--- config.mk ---
export PLATFORM = sky130hd
export DESIGN_NAME = pipeline_hazard_ctrl
export DESIGN_NICKNAME = d
export VERILOG_FILES = /design/src/rtl/pipeline_hazard_ctrl_pkg.sv /design/src/rtl/pipeline_hazard_ctrl_fwd_select.sv /design/src/rtl/pipeline_hazard_ctrl.sv
export SDC_FILE = /design/constraint.sdc
export NUM_CORES = 1
export LEC_CHECK = 0
export ABC_AREA = 1
export CAP_MARGIN = 15
export CORE_UTILIZATION = 50
export CTS_CLUSTER_DIAMETER = 120
export CTS_CLUSTER_SIZE = 24
export DETAILED_ROUTE_END_ITERATION = 8
export PLACE_DENSITY = 0.91
export REMOVE_ABC_BUFFERS = 1
export SYNTH_ARGS = -nofsm -noshare
export SYNTH_HDL_FRONTEND = slang
export SYNTH_HIERARCHICAL = 1
export SYNTH_SLANG_ARGS = --single-unit
export TNS_END_PERCENT = 1
--- constraint.sdc ---
create_clock -name clk -period 2.41 [get_ports clk]
set_input_delay 0.3615 -clock clk [delete_from_list [all_inputs] [get_ports clk]]
set_output_delay 0.3615 -clock clk [all_outputs]
set_load 0.1 [all_outputs]
--- src/rtl/pipeline_hazard_ctrl_pkg.sv ---
// Shared types and constants for the pipeline hazard controller:
// FSM state encoding, forwarding select codes and the memory-wait timeout.
package pipeline_hazard_ctrl_pkg;

  typedef enum logic [1:0] {
    ST_RUN      = 2'd0,
    ST_MEM_WAIT = 2'd1,
    ST_ERROR    = 2'd2
  } state_t;

  localparam logic [1:0]  FWD_RF  = 2'b00;
  localparam logic [1:0]  FWD_EX  = 2'b01;
  localparam logic [1:0]  FWD_MEM = 2'b10;
  localparam logic [1:0]  FWD_WB  = 2'b11;

  localparam logic [3:0]  TIMEOUT_LIMIT = 4'd15;
  localparam logic [3:0]  REG_PC        = 4'd15;
  localparam logic [15:0] STALL_MAX     = 16'hFFFF;

  // True when a used source register is written by a stage with its write enable set.
  function automatic logic src_hit(input logic use_src, input logic [3:0] src,
                                   input logic rf_en, input logic [3:0] rd);
    return use_src && rf_en && (src == rd);
  endfunction

endpackage

--- src/rtl/pipeline_hazard_ctrl_fwd_select.sv ---
// Per-operand forwarding mux select: youngest producing stage wins, R15 never forwards.
module fwd_select
  import pipeline_hazard_ctrl_pkg::*;
(
  input  logic [3:0] src,
  input  logic       use_src,
  input  logic [3:0] rd_ex,
  input  logic [3:0] rd_mem,
  input  logic [3:0] rd_wb,
  input  logic       rf_en_ex,
  input  logic       rf_en_mem,
  input  logic       rf_en_wb,
  output logic [1:0] sel
);

  // Priority match EX > MEM > WB.
  always_comb begin
    sel = FWD_RF;
    if (src == REG_PC) begin
      sel = FWD_RF;
    end else if (src_hit(use_src, src, rf_en_ex, rd_ex)) begin
      sel = FWD_EX;
    end else if (src_hit(use_src, src, rf_en_mem, rd_mem)) begin
      sel = FWD_MEM;
    end else if (src_hit(use_src, src, rf_en_wb, rd_wb)) begin
      sel = FWD_WB;
    end else begin
      sel = FWD_RF;
    end
  end

endmodule

--- src/rtl/pipeline_hazard_ctrl.sv ---
// Hazard controller: operand forwarding, load-use bubble, branch flush and
// data-memory wait freeze with a sticky timeout and a saturating stall counter.
module pipeline_hazard_ctrl
  import pipeline_hazard_ctrl_pkg::*;
(
  input  logic        clk,
  input  logic        reset,
  input  logic [3:0]  rn_id,
  input  logic [3:0]  rm_id,
  input  logic [3:0]  rd_id,
  input  logic        use_rn,
  input  logic        use_rm,
  input  logic        use_rd,
  input  logic [3:0]  rd_ex,
  input  logic [3:0]  rd_mem,
  input  logic [3:0]  rd_wb,
  input  logic        rf_en_ex,
  input  logic        rf_en_mem,
  input  logic        rf_en_wb,
  input  logic        load_ex,
  input  logic        branch_taken,
  input  logic        datamem_en_mem,
  input  logic        mem_ready,
  output logic        pc_le,
  output logic        ifid_le,
  output logic        ifid_flush,
  output logic        nop_sel,
  output logic        pipe_freeze,
  output logic [1:0]  fwd_a,
  output logic [1:0]  fwd_b,
  output logic [1:0]  fwd_c,
  output logic        mem_timeout,
  output logic [15:0] stall_count
);

  state_t      state_r, state_next_s;
  logic [3:0]  wait_cnt_r, wait_cnt_next_s;
  logic        mem_timeout_r, timeout_set_s;
  logic [15:0] stall_count_r;
  logic [1:0]  fwd_a_s, fwd_b_s, fwd_c_s;
  logic        load_use_s;

  fwd_select u_fwd_rn (.src(rn_id), .use_src(use_rn), .rd_ex(rd_ex), .rd_mem(rd_mem),
                       .rd_wb(rd_wb), .rf_en_ex(rf_en_ex), .rf_en_mem(rf_en_mem),
                       .rf_en_wb(rf_en_wb), .sel(fwd_a_s));
  fwd_select u_fwd_rm (.src(rm_id), .use_src(use_rm), .rd_ex(rd_ex), .rd_mem(rd_mem),
                       .rd_wb(rd_wb), .rf_en_ex(rf_en_ex), .rf_en_mem(rf_en_mem),
                       .rf_en_wb(rf_en_wb), .sel(fwd_b_s));
  fwd_select u_fwd_rd (.src(rd_id), .use_src(use_rd), .rd_ex(rd_ex), .rd_mem(rd_mem),
                       .rd_wb(rd_wb), .rf_en_ex(rf_en_ex), .rf_en_mem(rf_en_mem),
                       .rf_en_wb(rf_en_wb), .sel(fwd_c_s));

  assign load_use_s = load_ex && (src_hit(use_rn, rn_id, rf_en_ex, rd_ex) ||
                                  src_hit(use_rm, rm_id, rf_en_ex, rd_ex) ||
                                  src_hit(use_rd, rd_id, rf_en_ex, rd_ex));

  assign fwd_a       = reset ? FWD_RF : fwd_a_s;
  assign fwd_b       = reset ? FWD_RF : fwd_b_s;
  assign fwd_c       = reset ? FWD_RF : fwd_c_s;
  assign mem_timeout = mem_timeout_r;
  assign stall_count = stall_count_r;

  // Next-state and pipeline control; a memory stall masks branch and load-use.
  always_comb begin
    state_next_s    = state_r;
    wait_cnt_next_s = wait_cnt_r;
    timeout_set_s   = 1'b0;
    pc_le           = 1'b1;
    ifid_le         = 1'b1;
    ifid_flush      = 1'b0;
    nop_sel         = 1'b0;
    pipe_freeze     = 1'b0;
    if (reset) begin
      ifid_flush      = 1'b1;
      nop_sel         = 1'b1;
      state_next_s    = ST_RUN;
      wait_cnt_next_s = 4'd0;
    end else begin
      case (state_r)
        ST_RUN: begin
          if (datamem_en_mem && !mem_ready) begin
            pc_le           = 1'b0;
            ifid_le         = 1'b0;
            pipe_freeze     = 1'b1;
            state_next_s    = ST_MEM_WAIT;
            wait_cnt_next_s = 4'd0;
          end else if (branch_taken) begin
            ifid_flush = 1'b1;
            nop_sel    = 1'b1;
          end else if (load_use_s) begin
            pc_le   = 1'b0;
            ifid_le = 1'b0;
            nop_sel = 1'b1;
          end else begin
            nop_sel = 1'b0;
          end
        end
        ST_MEM_WAIT: begin
          pc_le       = 1'b0;
          ifid_le     = 1'b0;
          pipe_freeze = 1'b1;
          if (mem_ready) begin
            state_next_s    = ST_RUN;
            wait_cnt_next_s = 4'd0;
          end else if (wait_cnt_r == (TIMEOUT_LIMIT - 4'd1)) begin
            state_next_s    = ST_ERROR;
            wait_cnt_next_s = TIMEOUT_LIMIT;
            timeout_set_s   = 1'b1;
          end else begin
            wait_cnt_next_s = wait_cnt_r + 4'd1;
          end
        end
        ST_ERROR: begin
          pc_le       = 1'b0;
          ifid_le     = 1'b0;
          pipe_freeze = 1'b1;
        end
        default: begin
          state_next_s    = ST_RUN;
          wait_cnt_next_s = 4'd0;
        end
      endcase
    end
  end

  // State, wait counter, sticky timeout and saturating stall counter.
  always_ff @(posedge clk) begin
    if (reset) begin
      state_r       <= ST_RUN;
      wait_cnt_r    <= 4'd0;
      mem_timeout_r <= 1'b0;
      stall_count_r <= 16'd0;
    end else begin
      state_r    <= state_next_s;
      wait_cnt_r <= wait_cnt_next_s;
      if (timeout_set_s) begin
        mem_timeout_r <= 1'b1;
      end
      if (!pc_le && (stall_count_r != STALL_MAX)) begin
        stall_count_r <= stall_count_r + 16'd1;
      end
    end
  end

endmodule

==> flow_metrics.py <==
metrics = {
    "status": {
        "status": "finished, final reports clean",
    },
    "sta": {
        "finalClockSkew_ns": 0.009689,
        "drv_slew": 0,
        "period_share_pct": 96.65,
        "tightest_slew_ns": 0.3973,
        "setup_ws_ns": 0.08068,
        "hold_viol": 0,
        "fmax_mhz": 429.3,
        "max_slew_margin_pct": 73.27,
        "setup_viol": 0,
        "timing.hold.ws_ns": 0.4927,
        "min_period_ns": 2.329,
    },
    "logic_synthesis": {
        "synthTopCellsByArea": "nand2_1 (23%), dfxtp_1 (19%), inv_1 (11%), nor2_1 (9.4%), a21oi_1 (5.2%)",
        "synthesis.area_mm2": 0.002425,
        "syn_inst": 445,
        "ys.flop_type": "dfxtp_1",
        "ys_seq_area_share_pct": 18.99,
        "synth-simple-area-share_pct": 46.13,
        "ys_seq_elements": 23,
        "ys_async_sr_fraction_pct": 0,
        "synthXorXnorAreaFrac_pct": 6.140,
        "synth.top_cell.area_share_pct": 22.76,
        "avgSynthCellArea_um2": 5.449,
        "synth_compound_area_share_pct": 12.02,
        "synth_warnings": 6,
        "synth_fa_ha_area_share_pct": 3.612,
        "synth_enable_flop_cells": 0,
        "post-synth-top-area-cell": "nand2_1",
        "synth_top_family_by_area": "simple AND/OR/NAND/NOR gates",
        "muxShareOfSynthArea_pct": 0,
        "ys_types": 30,
    },
    "run": {
        "max_cap_viol_count": 0,
    },
    "place": {
        "placed_cells": 563,
        "numPortBuffers": 63,
        "gp_congestion": 0.8916,
        "hpwl_um": 5242,
        "place_area_mm2": 0.003236,
        "dp_slack_ns": -0.03813,
    },
    "grt": {
        "track_usage_pct": 27.57,
        "grt_pass1_vias": 2625,
        "antenna_found_initial": 0,
        "grt_max_degree": 28,
        "grt_pass1_wl_um": 11540,
        "grt_overflow_total": 0,
    },
    "critical_path": {
        "critPathRequiredTime_ns": 2.05,
        "crit_arrival_ns": 1.97,
        "critPathLaunchType": "input pin",
        "worst-setup-path-type": "in -> out",
        "end_kind": "output port",
        "worstPathMaxFanout": 6,
    },
    "clock_tree": {
        "cts_buffer_depth": 2,
        "cts_root_buf": "clkbuf_8",
        "clk_latency_ns": 0.27,
        "cts.sinks": 23,
        "ctsHtreeMaxLevel": 1,
        "cts_buffers": 3,
        "cts_tree": "done",
        "clkSlewWorstSetupHoldPaths_ns": 0.08,
    },
    "layout": {
        "final_cells": 567,
        "layout_common_cells": "nand2_1 (146), inv_1 (63), nor2_1 (56), buf_4 (27), a21oi_1 (24)",
        "syn_to_final_growth_pct": 37.10,
        "final_common_cell": "nand2_1",
        "fillers": 337,
        "ff_latch_area_um2": 460.4,
        "multi_input_area_mm2": 0.001669,
        "drive_gt1_share_pct": 13.98,
        "fin_area_mm2": 0.003324,
        "n_antenna_cell": 0,
        "fin_nets": 559,
    },
    "power": {
        "report.power.total_mw": 1.132,
        "p_per_area_mw_per_mm2": 340.4,
        "max-vdd-ir-drop_v": 0.0002064,
        "p_leak_nw": 1.672,
    },
    "min_path": {
        "hp-class": "reg -> reg",
    },
    "die": {
        "die_x_um": 71.64,
        "dieArea_mm2": 0.005132,
        "die_h_um": 71.64,
        "core_mm2": 0.004504,
        "ioPinCount": 64,
        "rows": 24,
        "initial_core_util_pct": 53.83,
    },
    "route": {
        "wl_per_cell_um": 12.02,
        "route.detailed.drc": 0,
        "dr.first_iter.drc_count": 272,
        "ant_nets": 0,
        "first_pass_iters": 5,
        "drt-vias-per-instance": 5.160,
        "vias": 2926,
        "routed_wl_um": 6813,
    },
}
## state kept, by name, summed over array words and instances (netlist names)
register and count:
stall_count 16, state_r 2, mem_timeout 1, wait_cnt_r 4
## per-layer routing
layer | global-route usage [%] | vias up | part of all wire (%) | wire length [um]
li1 | - | 1534 | - | -
met1 | 37.77 | 1272 | 47 | 3213
met2 | 45.60 | 110 | 45 | 3033
met3 | 3.657 | 10 | 6.9 | 473
met4 | 7.190 | 0 | 1.4 | 92
met5 | 0 | - | 0 | 0
## layout make-up
cell class / instances / area share [%]
Sequential cell: 23 / 13.85
Timing Repair Buffer: 74 / 24.50
Tap cell: 52 / 1.957
Clock buffer: 4 / 1.355
Inverter: 72 / 8.129
Multi-Input combinational cell: 342 / 50.21
## final timing paths
path | from | endpoint | slack, ns | cells after the start
worst max-delay path | rn_id[1] | fwd_a[0] | 0.08 | 12
worst min-delay path | mem_timeout | mem_timeout | 0.49 | 2
worst max register to register | state_r[1] | stall_count[0] | 0.45 | 11
worst min register to register | mem_timeout | mem_timeout | 0.49 | 2
## repair_timing
action | 4_1_cts | 5_1_grt
hold buffers | 0 | 0
setup buffers | 0 | 0
pin swaps | 0 | 0
endpoints found under the setup margin | 8 | 9
gates resized for setup | 3 | 24
## power by group
| group | switching [mW] | internal (mW) | total (mW) |
|---|---|---|---|
| Clock | 0.130 | 0.118 | 0.248 |
| Combinational | 0.312 | 0.180 | 0.492 |
| Sequential | 0.00576 | 0.386 | 0.391 |
## synthesized netlist by cell type (3+ instances only)
cell and count:
nand2_1 147, inv_1 69, nor2_1 61, a21oi_1 25, dfxtp_1 23, nand3_1 21
nand4_1 16, o21ai_0 14, xor2_1 13, ha_1 7, nor3_1 7, nor2_2 5
xnor2_1 4, a21oi_2 3, inv_2 3, nand2_2 3, o21a_1 3, o21ai_1 3
o22ai_1 3
## critical path, cell delays in order
cell,delay [ns]
clkdlybuf4s50_1,0.54
inv_2,0.09
nand2_1,0.08
nand2_1,0.06
nor2_1,0.08
nand2_1,0.08
nor2_1,0.09
nand2_1,0.06
a21oi_2,0.12
inv_1,0.07
nor2_2,0.14
buf_12,0.19
## kinds of logic (layout without fill, tap and decap cells)
group	after synthesis	count (layout)
AND/OR/NAND/NOR	265	265
XOR/XNOR	17	17
buffers and inverters	80	150
AO/OA/AOI/OAI	53	53
adder cells (fa/ha/maj)	7	7
flip-flops	23	23
## metrics by stage
step	setup TNS (ns)	util, %
2_1_floorplan	-7.782	-
3_3_place_gp	-0.03338	71.83
3_5_place_dp	-0.1692	71.83
4_1_cts	0	72.75
5_1_grt	-0.03260	73.81
6_report	0	73.81
No activity file was read; power rests on OpenSTA's default activity.
